**src/rtl/diff_sequencer_pkg.sv**
```systemverilog
`default_nettype none
// +----------------------------------------------------------------------------+
// | Module      : diff_pkg                                                     |
// | Description : Shared types and constants for the diff_sequencer block and  |
// |               the `different` datapath it drives.                          |
// | Revision    : 1.0 - initial release                                        |
// +----------------------------------------------------------------------------+
package diff_pkg;

  // Sequencer states; encodings are fixed so external tooling can decode them.
  typedef enum logic [1:0] {
    ST_IDLE = 2'd0,
    ST_LOAD = 2'd1,
    ST_WAIT = 2'd2,
    ST_HOLD = 2'd3
  } diff_state_e;

  // Default vector geometry, shared with the `different` datapath.
  localparam int DIFF_DATA_SIZE = 16;
  localparam int DIFF_SIZE      = 3;

  // Latency timer width; covers LATENCY values 1..15.
  localparam int TMR_W = 4;

endpackage : diff_pkg
`default_nettype wire

```
**src/rtl/diff_sequencer_if.sv**
```systemverilog
`default_nettype none
// +----------------------------------------------------------------------------+
// | Module      : diff_sequencer_if                                            |
// | Description : Control, input-stream, datapath and result-stream signals    |
// |               between the scheduler, diff_sequencer and `different`.       |
// | Revision    : 1.0 - initial release                                        |
// +----------------------------------------------------------------------------+
interface diff_sequencer_if
  import diff_pkg::*;
#(
  parameter int DATA_SIZE = DIFF_DATA_SIZE,
  parameter int SIZE      = DIFF_SIZE,
  parameter int CNT_W     = 8
);

  localparam int VW = DATA_SIZE * SIZE;

  // Batch control
  logic             start;
  logic [CNT_W-1:0] batch_len;
  logic             abort;
  logic             busy;
  logic             done;

  // Input pair stream
  logic             in_valid;
  logic             in_ready;
  logic [VW-1:0]    in_x;
  logic [VW-1:0]    in_weight;

  // Datapath drive and return
  logic [VW-1:0]    dp_x;
  logic [VW-1:0]    dp_weight;
  logic [VW-1:0]    dp_start_out;
  logic [VW-1:0]    dp_to_all_out;
  logic [VW-1:0]    dp_dense_out;

  // Result stream
  logic             out_valid;
  logic             out_ready;
  logic [VW-1:0]    out_start;
  logic [VW-1:0]    out_to_all;
  logic [VW-1:0]    out_dense;
  logic [CNT_W-1:0] out_index;

  // Sequencer side
  modport slave (
    input  start, batch_len, abort, in_valid, in_x, in_weight,
           dp_start_out, dp_to_all_out, dp_dense_out, out_ready,
    output busy, done, in_ready, dp_x, dp_weight,
           out_valid, out_start, out_to_all, out_dense, out_index
  );

  // Scheduler / producer / consumer / datapath side
  modport master (
    output start, batch_len, abort, in_valid, in_x, in_weight,
           dp_start_out, dp_to_all_out, dp_dense_out, out_ready,
    input  busy, done, in_ready, dp_x, dp_weight,
           out_valid, out_start, out_to_all, out_dense, out_index
  );

endinterface : diff_sequencer_if
`default_nettype wire

```
**src/rtl/diff_latency_timer.sv**
```systemverilog
`default_nettype none
// +----------------------------------------------------------------------------+
// | Module      : diff_latency_timer                                           |
// | Description : Loadable down-counter. zero_o flags that the count reaches 0 |
// |               on the coming edge, so the caller can act on that same edge. |
// | Revision    : 1.0 - initial release                                        |
// +----------------------------------------------------------------------------+
module diff_latency_timer
  import diff_pkg::*;
#(
  parameter int W = TMR_W
) (
  input  wire logic         clk,
  input  wire logic         reset,
  input  wire logic         load_i,
  input  wire logic [W-1:0] load_val_i,
  input  wire logic         count_i,
  output logic              zero_o
);

  logic [W-1:0] cnt_q;
  logic [W-1:0] cnt_d;

  // Next count: load wins, otherwise decrement while counting, saturating at 0.
  always_comb begin
    cnt_d = cnt_q;
    if (load_i) begin
      cnt_d = load_val_i;
    end else if (count_i && (cnt_q != '0)) begin
      cnt_d = cnt_q - W'(1);
    end
  end

  // Counter register.
  always_ff @(posedge clk) begin
    if (reset) begin
      cnt_q <= '0;
    end else begin
      cnt_q <= cnt_d;
    end
  end

  // Derived from the current count only, keeping load_i out of this path.
  assign zero_o = count_i && (cnt_q <= W'(1));

endmodule : diff_latency_timer
`default_nettype wire

```
**src/rtl/diff_sequencer.sv**
```systemverilog
`default_nettype none
// +----------------------------------------------------------------------------+
// | Module      : diff_sequencer                                               |
// | Description : Feeds (x, weight) pairs to the `different` datapath one at a |
// |               time, waits its fixed latency and presents the three         |
// |               derivative outputs on a valid/ready result stream.           |
// | Revision    : 1.0 - initial release                                        |
// +----------------------------------------------------------------------------+
module diff_sequencer
  import diff_pkg::*;
#(
  parameter int DATA_SIZE = DIFF_DATA_SIZE,
  parameter int SIZE      = DIFF_SIZE,
  parameter int LATENCY   = 1,   // legal range 1..15
  parameter int CNT_W     = 8
) (
  input  wire logic       clk,
  input  wire logic       reset,
  diff_sequencer_if.slave bus
);

  localparam int VW = DATA_SIZE * SIZE;

  localparam logic [1:0] S_IDLE = 2'(ST_IDLE);
  localparam logic [1:0] S_LOAD = 2'(ST_LOAD);
  localparam logic [1:0] S_WAIT = 2'(ST_WAIT);
  localparam logic [1:0] S_HOLD = 2'(ST_HOLD);

  localparam logic [TMR_W-1:0] TMR_LOAD = TMR_W'(LATENCY);

  logic [1:0]       state_q,     state_d;
  logic [CNT_W-1:0] len_q,       len_d;
  logic [CNT_W-1:0] idx_q,       idx_d;
  logic             done_q,      done_d;
  logic             out_valid_q, out_valid_d;
  logic [VW-1:0]    dp_x_q,      dp_x_d;
  logic [VW-1:0]    dp_w_q,      dp_w_d;
  logic [VW-1:0]    res_s_q,     res_s_d;
  logic [VW-1:0]    res_t_q,     res_t_d;
  logic [VW-1:0]    res_dn_q,    res_dn_d;
  logic [CNT_W-1:0] out_idx_q,   out_idx_d;

  logic w_accept;
  logic w_tmr_zero;

  // Accept only when not being aborted, so an aborted LOAD leaves dp_* untouched.
  assign w_accept = (state_q == S_LOAD) && bus.in_valid && !bus.abort;

  diff_latency_timer #(
    .W (TMR_W)
  ) u_timer (
    .clk        (clk),
    .reset      (reset),
    .load_i     (w_accept),
    .load_val_i (TMR_LOAD),
    .count_i    (state_q == S_WAIT),
    .zero_o     (w_tmr_zero)
  );

  // Sequencer FSM and result/datapath register next-state.
  always_comb begin
    state_d     = state_q;
    len_d       = len_q;
    idx_d       = idx_q;
    done_d      = 1'b0;
    out_valid_d = out_valid_q;
    dp_x_d      = dp_x_q;
    dp_w_d      = dp_w_q;
    res_s_d     = res_s_q;
    res_t_d     = res_t_q;
    res_dn_d    = res_dn_q;
    out_idx_d   = out_idx_q;

    if (bus.abort) begin
      // Abort beats everything, including a coincident start in IDLE.
      if (state_q != S_IDLE) begin
        state_d     = S_IDLE;
        out_valid_d = 1'b0;
      end
    end else begin
      case (state_q)
        S_IDLE: begin
          if (bus.start) begin
            if (bus.batch_len != '0) begin
              len_d   = bus.batch_len;
              idx_d   = '0;
              state_d = S_LOAD;
            end else begin
              done_d = 1'b1;
            end
          end
        end
        S_LOAD: begin
          if (w_accept) begin
            dp_x_d  = bus.in_x;
            dp_w_d  = bus.in_weight;
            state_d = S_WAIT;
          end
        end
        S_WAIT: begin
          if (w_tmr_zero) begin
            res_s_d     = bus.dp_start_out;
            res_t_d     = bus.dp_to_all_out;
            res_dn_d    = bus.dp_dense_out;
            out_idx_d   = idx_q;
            out_valid_d = 1'b1;
            state_d     = S_HOLD;
          end
        end
        S_HOLD: begin
          if (out_valid_q && bus.out_ready) begin
            out_valid_d = 1'b0;
            if (idx_q == (len_q - CNT_W'(1))) begin
              state_d = S_IDLE;
              done_d  = 1'b1;
            end else begin
              idx_d   = idx_q + CNT_W'(1);
              state_d = S_LOAD;
            end
          end
        end
        default: state_d = S_IDLE;
      endcase
    end
  end

  // State, control and data registers.
  always_ff @(posedge clk) begin
    if (reset) begin
      state_q     <= S_IDLE;
      len_q       <= '0;
      idx_q       <= '0;
      done_q      <= 1'b0;
      out_valid_q <= 1'b0;
      dp_x_q      <= '0;
      dp_w_q      <= '0;
      res_s_q     <= '0;
      res_t_q     <= '0;
      res_dn_q    <= '0;
      out_idx_q   <= '0;
    end else begin
      state_q     <= state_d;
      len_q       <= len_d;
      idx_q       <= idx_d;
      done_q      <= done_d;
      out_valid_q <= out_valid_d;
      dp_x_q      <= dp_x_d;
      dp_w_q      <= dp_w_d;
      res_s_q     <= res_s_d;
      res_t_q     <= res_t_d;
      res_dn_q    <= res_dn_d;
      out_idx_q   <= out_idx_d;
    end
  end

  // Outputs are registers or decodes of the registered state only.
  assign bus.busy       = (state_q != S_IDLE);
  assign bus.in_ready   = (state_q == S_LOAD);
  assign bus.done       = done_q;
  assign bus.out_valid  = out_valid_q;
  assign bus.dp_x       = dp_x_q;
  assign bus.dp_weight  = dp_w_q;
  assign bus.out_start  = res_s_q;
  assign bus.out_to_all = res_t_q;
  assign bus.out_dense  = res_dn_q;
  assign bus.out_index  = out_idx_q;

endmodule : diff_sequencer
`default_nettype wire

```
**src/flat_wrapper.sv**
```systemverilog
// flat-port wrapper written by rule: the top's interface ports become plain ports
module diff_sequencer_flat import diff_pkg::*;
#(
  parameter int DATA_SIZE = DIFF_DATA_SIZE,
  parameter int SIZE      = DIFF_SIZE,
  parameter int LATENCY   = 1,                       
  parameter int CNT_W     = 8
)
  (clk, reset, bus_start, bus_batch_len, bus_abort, bus_in_valid, bus_in_x, bus_in_weight, bus_dp_start_out, bus_dp_to_all_out, bus_dp_dense_out, bus_out_ready, bus_busy, bus_done, bus_in_ready, bus_dp_x, bus_dp_weight, bus_out_valid, bus_out_start, bus_out_to_all, bus_out_dense, bus_out_index);
  diff_sequencer_if #(.DATA_SIZE(DATA_SIZE), .SIZE(SIZE), .CNT_W(CNT_W)) bus_i ();
  input  wire logic clk;
  input  wire logic reset;
  input wire logic [$bits(bus_i.start)-1:0] bus_start;
  input wire logic [$bits(bus_i.batch_len)-1:0] bus_batch_len;
  input wire logic [$bits(bus_i.abort)-1:0] bus_abort;
  input wire logic [$bits(bus_i.in_valid)-1:0] bus_in_valid;
  input wire logic [$bits(bus_i.in_x)-1:0] bus_in_x;
  input wire logic [$bits(bus_i.in_weight)-1:0] bus_in_weight;
  input wire logic [$bits(bus_i.dp_start_out)-1:0] bus_dp_start_out;
  input wire logic [$bits(bus_i.dp_to_all_out)-1:0] bus_dp_to_all_out;
  input wire logic [$bits(bus_i.dp_dense_out)-1:0] bus_dp_dense_out;
  input wire logic [$bits(bus_i.out_ready)-1:0] bus_out_ready;
  output wire logic [$bits(bus_i.busy)-1:0] bus_busy;
  output wire logic [$bits(bus_i.done)-1:0] bus_done;
  output wire logic [$bits(bus_i.in_ready)-1:0] bus_in_ready;
  output wire logic [$bits(bus_i.dp_x)-1:0] bus_dp_x;
  output wire logic [$bits(bus_i.dp_weight)-1:0] bus_dp_weight;
  output wire logic [$bits(bus_i.out_valid)-1:0] bus_out_valid;
  output wire logic [$bits(bus_i.out_start)-1:0] bus_out_start;
  output wire logic [$bits(bus_i.out_to_all)-1:0] bus_out_to_all;
  output wire logic [$bits(bus_i.out_dense)-1:0] bus_out_dense;
  output wire logic [$bits(bus_i.out_index)-1:0] bus_out_index;
  assign bus_i.start = bus_start;
  assign bus_i.batch_len = bus_batch_len;
  assign bus_i.abort = bus_abort;
  assign bus_i.in_valid = bus_in_valid;
  assign bus_i.in_x = bus_in_x;
  assign bus_i.in_weight = bus_in_weight;
  assign bus_i.dp_start_out = bus_dp_start_out;
  assign bus_i.dp_to_all_out = bus_dp_to_all_out;
  assign bus_i.dp_dense_out = bus_dp_dense_out;
  assign bus_i.out_ready = bus_out_ready;
  assign bus_busy = bus_i.busy;
  assign bus_done = bus_i.done;
  assign bus_in_ready = bus_i.in_ready;
  assign bus_dp_x = bus_i.dp_x;
  assign bus_dp_weight = bus_i.dp_weight;
  assign bus_out_valid = bus_i.out_valid;
  assign bus_out_start = bus_i.out_start;
  assign bus_out_to_all = bus_i.out_to_all;
  assign bus_out_dense = bus_i.out_dense;
  assign bus_out_index = bus_i.out_index;
  diff_sequencer #(.DATA_SIZE(DATA_SIZE), .SIZE(SIZE), .LATENCY(LATENCY), .CNT_W(CNT_W)) u_core (.clk(clk), .reset(reset), .bus(bus_i));
endmodule
```
**config.mk**
```make
export PLATFORM = sky130hd
export DESIGN_NAME = diff_sequencer_flat
export DESIGN_NICKNAME = d
export VERILOG_FILES = /design/src/rtl/diff_sequencer_pkg.sv /design/src/rtl/diff_sequencer_if.sv /design/src/rtl/diff_latency_timer.sv /design/src/rtl/diff_sequencer.sv /design/src/flat_wrapper.sv
export SDC_FILE = /design/constraint.sdc
export NUM_CORES = 1
export LEC_CHECK = 0
export CAP_MARGIN = 20
export CORE_AREA = 2 2 200 202
export CTS_CLUSTER_DIAMETER = 50
export CTS_CLUSTER_SIZE = 16
export DETAILED_ROUTE_END_ITERATION = 10
export DIE_AREA = 0 0 202 204
export DONT_BUFFER_PORTS = 1
export MAX_ROUTING_LAYER = met4
export SETUP_SLACK_MARGIN = 0.2
export SYNTH_ARGS = -nofsm -noshare
export SYNTH_HDL_FRONTEND = slang
export SYNTH_SLANG_ARGS = --single-unit
```
**constraint.sdc**
```tcl
create_clock -name clk -period 2.3 [get_ports clk]
set_clock_uncertainty 0.2 [all_clocks]
set_input_delay 0.46 -clock clk [delete_from_list [all_inputs] [get_ports clk]]
set_output_delay 0.46 -clock clk [all_outputs]
set_load 0.01 [all_outputs]
```
==> qor.csv, run 1 <==
stage,metric,value,unit
outcome,status,"complete, but fails checks",
outcome,violations,hold timing,
timing,fmax,0.459,GHz
timing,min_period_over_period,0.946,
floorplanning,num_rows,73,
clock_tree,cts_tree,done,
global_routing,grt_max_degree,267,
setup_path,cp_num_buf_inv,1,
yosys,synth-edff-count,0,
yosys,synth_ff_type,dfxtp_1,
clock_tree,clock-sinks,272,
drt,drt_iter0_drc,775,
global_routing,antenna_found_initial,2,
floorplanning,initial_core_util,0.255,
yosys,synthesis.area,9980,um^2
finish,area_growth,43.4,%
floorplanning,die_h,204,um
worst_hold_path,hold_class,in -> reg,
timing,timing.slew.headroom,0.339,
yosys,syn_nets,1527,
place,routabilityCongestion,0.821,
finish,ff_latch_area,5460,um^2
drt,viasPerCell,4.85,
global_routing,grt_pass1_vias,9002,
pwr,leakagePower,4.95,nW
yosys,async_flop_share,0,
setup_path,crit_family,compound AO/OA/AOI/OAI gates,
clock_tree,numCtsBuffers,27,
drt,top_layer_used,met4,
clock_tree,clk_path_buf_depth,3,
finish,fin_util,0.365,
setup_path,required,2560,ps
clock_tree,clkTransAtPathRegs,60,ps
finish,final.fill_count,3767,
setup_path,cp_cell_sequence,inv_4 > ha_4 > nand2b_4 > a311o_1 > a2111oi_4 > nand4_1 > a2111oi_2,
clock_tree,h-tree-depth,1,
setup_path,crit_path_end_kind,flip-flop,
setup_path,criticalPathCategory,reg -> reg,
floorplanning,ios,506,
drt,wl_met3,3600,um
pwr,powerDensity,707,nW/um^2
pwr,vdd_ir_drop_max,0.000537,V
timing,worstMarginPinSlew,991,ps
place,numPortBuffers,0,
yosys,yosys_warnings,0,
setup_path,crit_path_max_incr_delay,370,ps
yosys,synth_area_leaders,"dfxtp_1 55%, nand2_1 19%, a21oi_1 13%, clkbuf_1 2.8%, mux2i_1 1.4%",
yosys,synth_top_area_share,0.546,
drt,num_vias,9582,
pwr,total_power,10.1,mW
timing,fin_setup_tns,0,ps
place,dp_slack,-13.6,ps
drt,wl_met2,17900,um
timing,final_max_slew_viol_count,0,
flow_run,drv_cap,0,
finish,nNetsFinal,1694,
timing,final-hold-violation-count,112,
timing,hold_ws,-227,ps
drt,wl_per_cell,18.4,um
yosys,ys_seq_area_frac,0.546,
timing,period_minus_slack,2180,ps
drt,antenna_left,0,
timing,setup_violations,0,
setup_path,start_kind,flip-flop,
setup_path,worstPathMaxFanout,5,
clock_tree,clk_latency,550,ps
drt,firstDrtPassIters,6,
yosys,synth_seq_cells,272,
place,hpwlAfterDp,20800,um
yosys,yosysMostFrequentCell,nand2_1,
timing,rsz0062_at_grt,yes,
floorplanning,die_w,202,um
global_routing,grt_overflow,0,
timing,layout_setup_ws,123,ps
yosys,synth_top_area_cell,dfxtp_1,
drt,wl,36300,um
yosys,syn_avg_cell_area,7.90,um^2
drt,detail_route.wirelength.met1,13800,um
yosys,synth.distinct_cells,48,
floorplanning,core,39200,um^2
finish,multi_input_area,4690,um^2
setup_path,arrival,2430,ps
clock_tree,cts_root_buf,clkbuf_16,
drt,drc_errors,0,
yosys,syn_inst,1264,
yosys,synth_commonest_cells,"513 x nand2_1, 272 x dfxtp_1, 261 x a21oi_1, 75 x clkbuf_1, 19 x nor2_1",
finish,drive_above_1_share,0.157,
global_routing,grt_pass1_wl,47900,um
floorplanning,dieArea,41200,um^2
global_routing,grtUsageTotal,0.148,
setup_path,crit_slowest_cell,dfxtp_4,
## per-layer routing
layer	up-vias	global-route usage
met2	563	0.253
met5	-	-
li1	4469	-
met4	0	0.0549
met3	92	0.0405
met1	4458	0.164
## power by group
group	total (mW)	switching (mW)	internal, mW	leakage, nW
Sequential	4.85	0.0777	4.77	2.20
Combinational	0.633	0.293	0.341	2.30
Clock	4.64	2.00	2.63	0.458
## area by class of cell
| cell class | instances | area share |
|---|---|---|
| multi-input cells | 896 | 0.328 |
| well taps | 525 | 0.0459 |
| clock inverters | 17 | 0.0157 |
| clock buffers | 30 | 0.0501 |
| flip-flops and latches | 272 | 0.381 |
| diodes | 2 | 0.000350 |
| repair buffers | 224 | 0.175 |
| inverters | 10 | 0.00315 |
## cell usage in the layout, fill, tap and decap left out, drive strengths merged, types with 2 or more instances in the layout
cell and instances:
xnor2 3, mux2i 14, nor3b 2, a21boi 3, nand2b 8, xor2 8
o21ai 5, nor2b 2, dlygate4sd3 153, or4 2, bufinv 3, clkbuf 42
ha 9, and3 2, o2bb2ai 2, nand2 513, nand4 7, nand3b 2
nor3 6, inv 14, a21oi 261, nand3 5, clkinvlp 2, dfxtp 272
a2111oi 4, nor2 19, a31oi 2, buf 59, diode 2, clkinv 8
## timing repair
action | CTS | global route
pin swaps | 13 | 50
gates cloned | 4 | 14
endpoints found under the hold margin | 266 | 264
resized for setup | 24 | 126
hold buffers | 136 | 17
endpoints found under the setup margin | 168 | 184
buffers inserted | 12 | 5
## cells by family after synthesis
logic type	Yosys count	synth area share
adders and majority gates	9	0.0113
AOI/OAI and AO/OA	285	0.152
DFF	272	0.545
and+or+nand+nor	576	0.229
buffers and inverters	97	0.0381
xor gates and xnor gates	11	0.00965
muxes	14	0.0140
## flip-flops by register name, summed over array words and instances (netlist names), 2 cells and up
signal                 flops
u_core.idx_q               8
u_core.bus.out_index       8
u_core.u_timer.cnt_q       4
u_core.state_q             2
u_core.len_q               8
u_core.bus.dp_weight      48
u_core.bus.out_dense      48
u_core.bus.out_to_all     48
u_core.bus.out_start      48
u_core.bus.dp_x           48
## worst paths after layout
kind                      from                end  slack (ps)  depth (start not counted)
max            u_core.len_q[0]    u_core.bus.done         120                          7
min                      reset    u_core.len_q[2]        -230                          1
max reg2reg    u_core.len_q[0]    u_core.bus.done         120                          7
min reg2reg  u_core.state_q[1]  u_core.state_q[1]         290                          2
## per-stage QoR
stage | instance area (um^2) | std cells
detailed placement | 10700 | 1739
floorplan | 10000 | 1264
finish | 14300 | 1976
global placement | 10700 | 1739
global route | 14300 | 1976
CTS | 13300 | 1938
(Power assumes the default switching activity.)
==> run 2: changes to the inputs <==
--- a/config.mk
+++ b/config.mk
@@ -5,6 +5,7 @@
 export SDC_FILE = /design/constraint.sdc
 export NUM_CORES = 1
 export LEC_CHECK = 0
+export ABC_CLOCK_PERIOD_IN_PS = 2300
 export CAP_MARGIN = 20
 export CORE_AREA = 2 2 200 202
 export CTS_CLUSTER_DIAMETER = 50
@@ -14,6 +15,7 @@
 export DONT_BUFFER_PORTS = 1
 export MAX_ROUTING_LAYER = met4
 export SETUP_SLACK_MARGIN = 0.2
+export SKIP_CTS_REPAIR_TIMING = 1
 export SYNTH_ARGS = -nofsm -noshare
 export SYNTH_HDL_FRONTEND = slang
 export SYNTH_SLANG_ARGS = --single-unit
==> qor.csv, run 2 (synthesis gave the netlist of run 1 again) <==
stage,metric,value,unit
outcome,status,"complete, but fails checks",
outcome,violations,hold timing,
timing,timing.slew.headroom,0.391,
floorplanning,num_rows,73,
pwr,leakagePower,4.72,nW
global_routing,antenna_found_initial,0,
place,routabilityCongestion,0.821,
worst_hold_path,whs_endpoint,u_core.len_q[2],
timing,fin_setup_tns,0,ps
pwr,intPower,7.74,mW
global_routing,grt_overflow,0,
floorplanning,core,39200,um^2
timing,period_minus_slack,2220,ps
drt,wl_per_cell,17.5,um
setup_path,cp_cell_sequence,inv_4 > ha_4 > nand2b_4 > a311o_1 > a2111oi_4 > buf_4 > buf_12 > a21oi_4 > mux2i_1,
finish,fin_util,0.357,
floorplanning,dieArea,41200,um^2
worst_hold_path,min_path_cells,1,
timing,final-hold-violation-count,107,
finish,layout_commonest_cell,nand2_1,
clock_tree,clk_path_buf_depth,3,
clock_tree,numCtsBuffers,27,
drt,drt_iter0_drc,783,
pwr,swShare,0.232,
pwr,p_sw,2.34,mW
finish,area_growth,40.0,%
timing,final_max_slew_viol_count,0,
floorplanning,ios,506,
setup_path,worstRegToRegCells,9,
pwr,power_frac_seq,0.481,
clock_tree,cts_root_buf,clkbuf_16,
flow_run,drv_cap,0,
drt,wl,34500,um
floorplanning,initial_core_util,0.255,
clock_tree,cts_tree,done,
pwr,combPwrFrac,0.061,
setup_path,timing.rr.start,u_core.len_q[0],
setup_path,crit_path_end_kind,flip-flop,
setup_path,start_kind,flip-flop,
clock_tree,clk_latency,550,ps
finish,multi_input_area,4530,um^2
place,numPortBuffers,0,
finish,instances_no_fill,1969,
finish,num_antenna_cells,0,
clock_tree,clkTransAtPathRegs,60,ps
pwr,powerDensity,721,nW/um^2
finish,final_area,14000,um^2
place,place_area,10700,um^2
finish,layout_common_cells,"504 x nand2_1, 266 x dfxtp_1, 239 x a21oi_1",
global_routing,grtUsageTotal,0.132,
timing,hold_ws,-225,ps
clock_tree,h-tree-depth,1,
drt,num_vias,9469,
finish,nNetsFinal,1689,
global_routing,grt_pass1_wl,42800,um
pwr,vdd_ir_drop_max,0.000534,V
setup_path,crit_slowest_cell,dfxtp_4,
finish,drive_above_1_share,0.123,
clock_tree,clock-sinks,272,
setup_path,arrival,2460,ps
timing,fmax,0.450,GHz
global_routing,grt_max_degree,267,
place,placed_cells,1739,
place,dp_slack,-13.6,ps
setup_path,r2r-end,u_core.idx_q[2],
pwr,total_power,10.1,mW
floorplanning,die_w,202,um
setup_path,criticalPathCategory,reg -> reg,
setup_path,crit_path_max_incr_delay,380,ps
setup_path,crit_family,compound AO/OA/AOI/OAI gates,
global_routing,grt_pass1_vias,8034,
setup_path,cp_num_buf_inv,3,
timing,min_period_over_period,0.967,
drt,firstDrtPassIters,6,
place,hpwlAfterDp,20800,um
setup_path,required,2540,ps
drt,antenna_left,0,
finish,ff_latch_area,5460,um^2
finish,final.fill_count,3840,
drt,viasPerCell,4.81,
pwr,clkPwrFrac,0.458,
drt,drc_errors,0,
setup_path,ff2ff_setup_slack,80,ps
timing,setup_violations,0,
worst_hold_path,worstHoldStart,reset,
worst_hold_path,hold_class,in -> reg,
setup_path,worstPathMaxFanout,7,
floorplanning,die_h,204,um
timing,layout_setup_ws,76.0,ps
timing,rsz0062_at_grt,yes,
timing,worstMarginPinSlew,914,ps
run 2: cell count changes in the layout (fill, tap and decap cells not counted), sizes merged:
cell         before  now
clkbuf           42   37
dlygate4sd3     153  158
diode             2    0
buf              59   54
run 2: worst max-delay path by stage:
stage / startpoint / endpoint / slack, ps / depth (start not counted)
2_1_floorplan: u_core.len_q[0] / u_core.bus.done / -20 / 7
3_3_place_gp: u_core.u_timer.cnt_q[0] / u_core.bus.out_dense[47] / 40 / 6
3_5_place_dp: u_core.state_q[0] / u_core.bus.out_start[2] / -10 / 9
4_1_cts: u_core.u_timer.cnt_q[0] / u_core.bus.out_to_all[3] / -60 / 6
5_1_grt: u_core.len_q[0] / u_core.bus.done / -30 / 7
6_report: u_core.len_q[0] / u_core.idx_q[2] / 80 / 9
run 2: worst register-to-register path: cells and delay by family (launching register included):
| kind | cells | cell delay [ps] |
|---|---|---|
| AOI/OAI and AO/OA | 3 | 740 |
| DFF | 1 | 380 |
| buffers and inverters | 3 | 360 |
| adders and majority gates | 1 | 160 |
| and+or+nand+nor | 1 | 140 |
| muxes | 1 | 110 |
run 2: routing by layer:
metal	routed length, um	up-vias	track usage
li1	-	4448	-
met1	13500	4421	0.150
met2	16900	520	0.221
met3	3150	80	0.0381
met4	926	0	0.0462
met5	0	-	-
run 2: power groups by stage:
stage               registers [mW]  clock network [mW]  logic [mW]
finish                        4.85                4.62       0.612
global route                  4.85                4.90       0.660
CTS                           4.84                4.73       0.307
detailed placement            4.95                   0       0.306
global placement              4.95                   0       0.295
floorplan                     4.93                   0       0.286
run 2: area by class of cell:
| class | instances | area share |
|---|---|---|
| clock buffers | 30 | 0.0513 |
| inverters | 10 | 0.00322 |
| well taps | 525 | 0.0470 |
| multi-input cells | 896 | 0.324 |
| clock inverters | 17 | 0.0161 |
| flip-flops and latches | 272 | 0.391 |
| repair buffers | 219 | 0.168 |
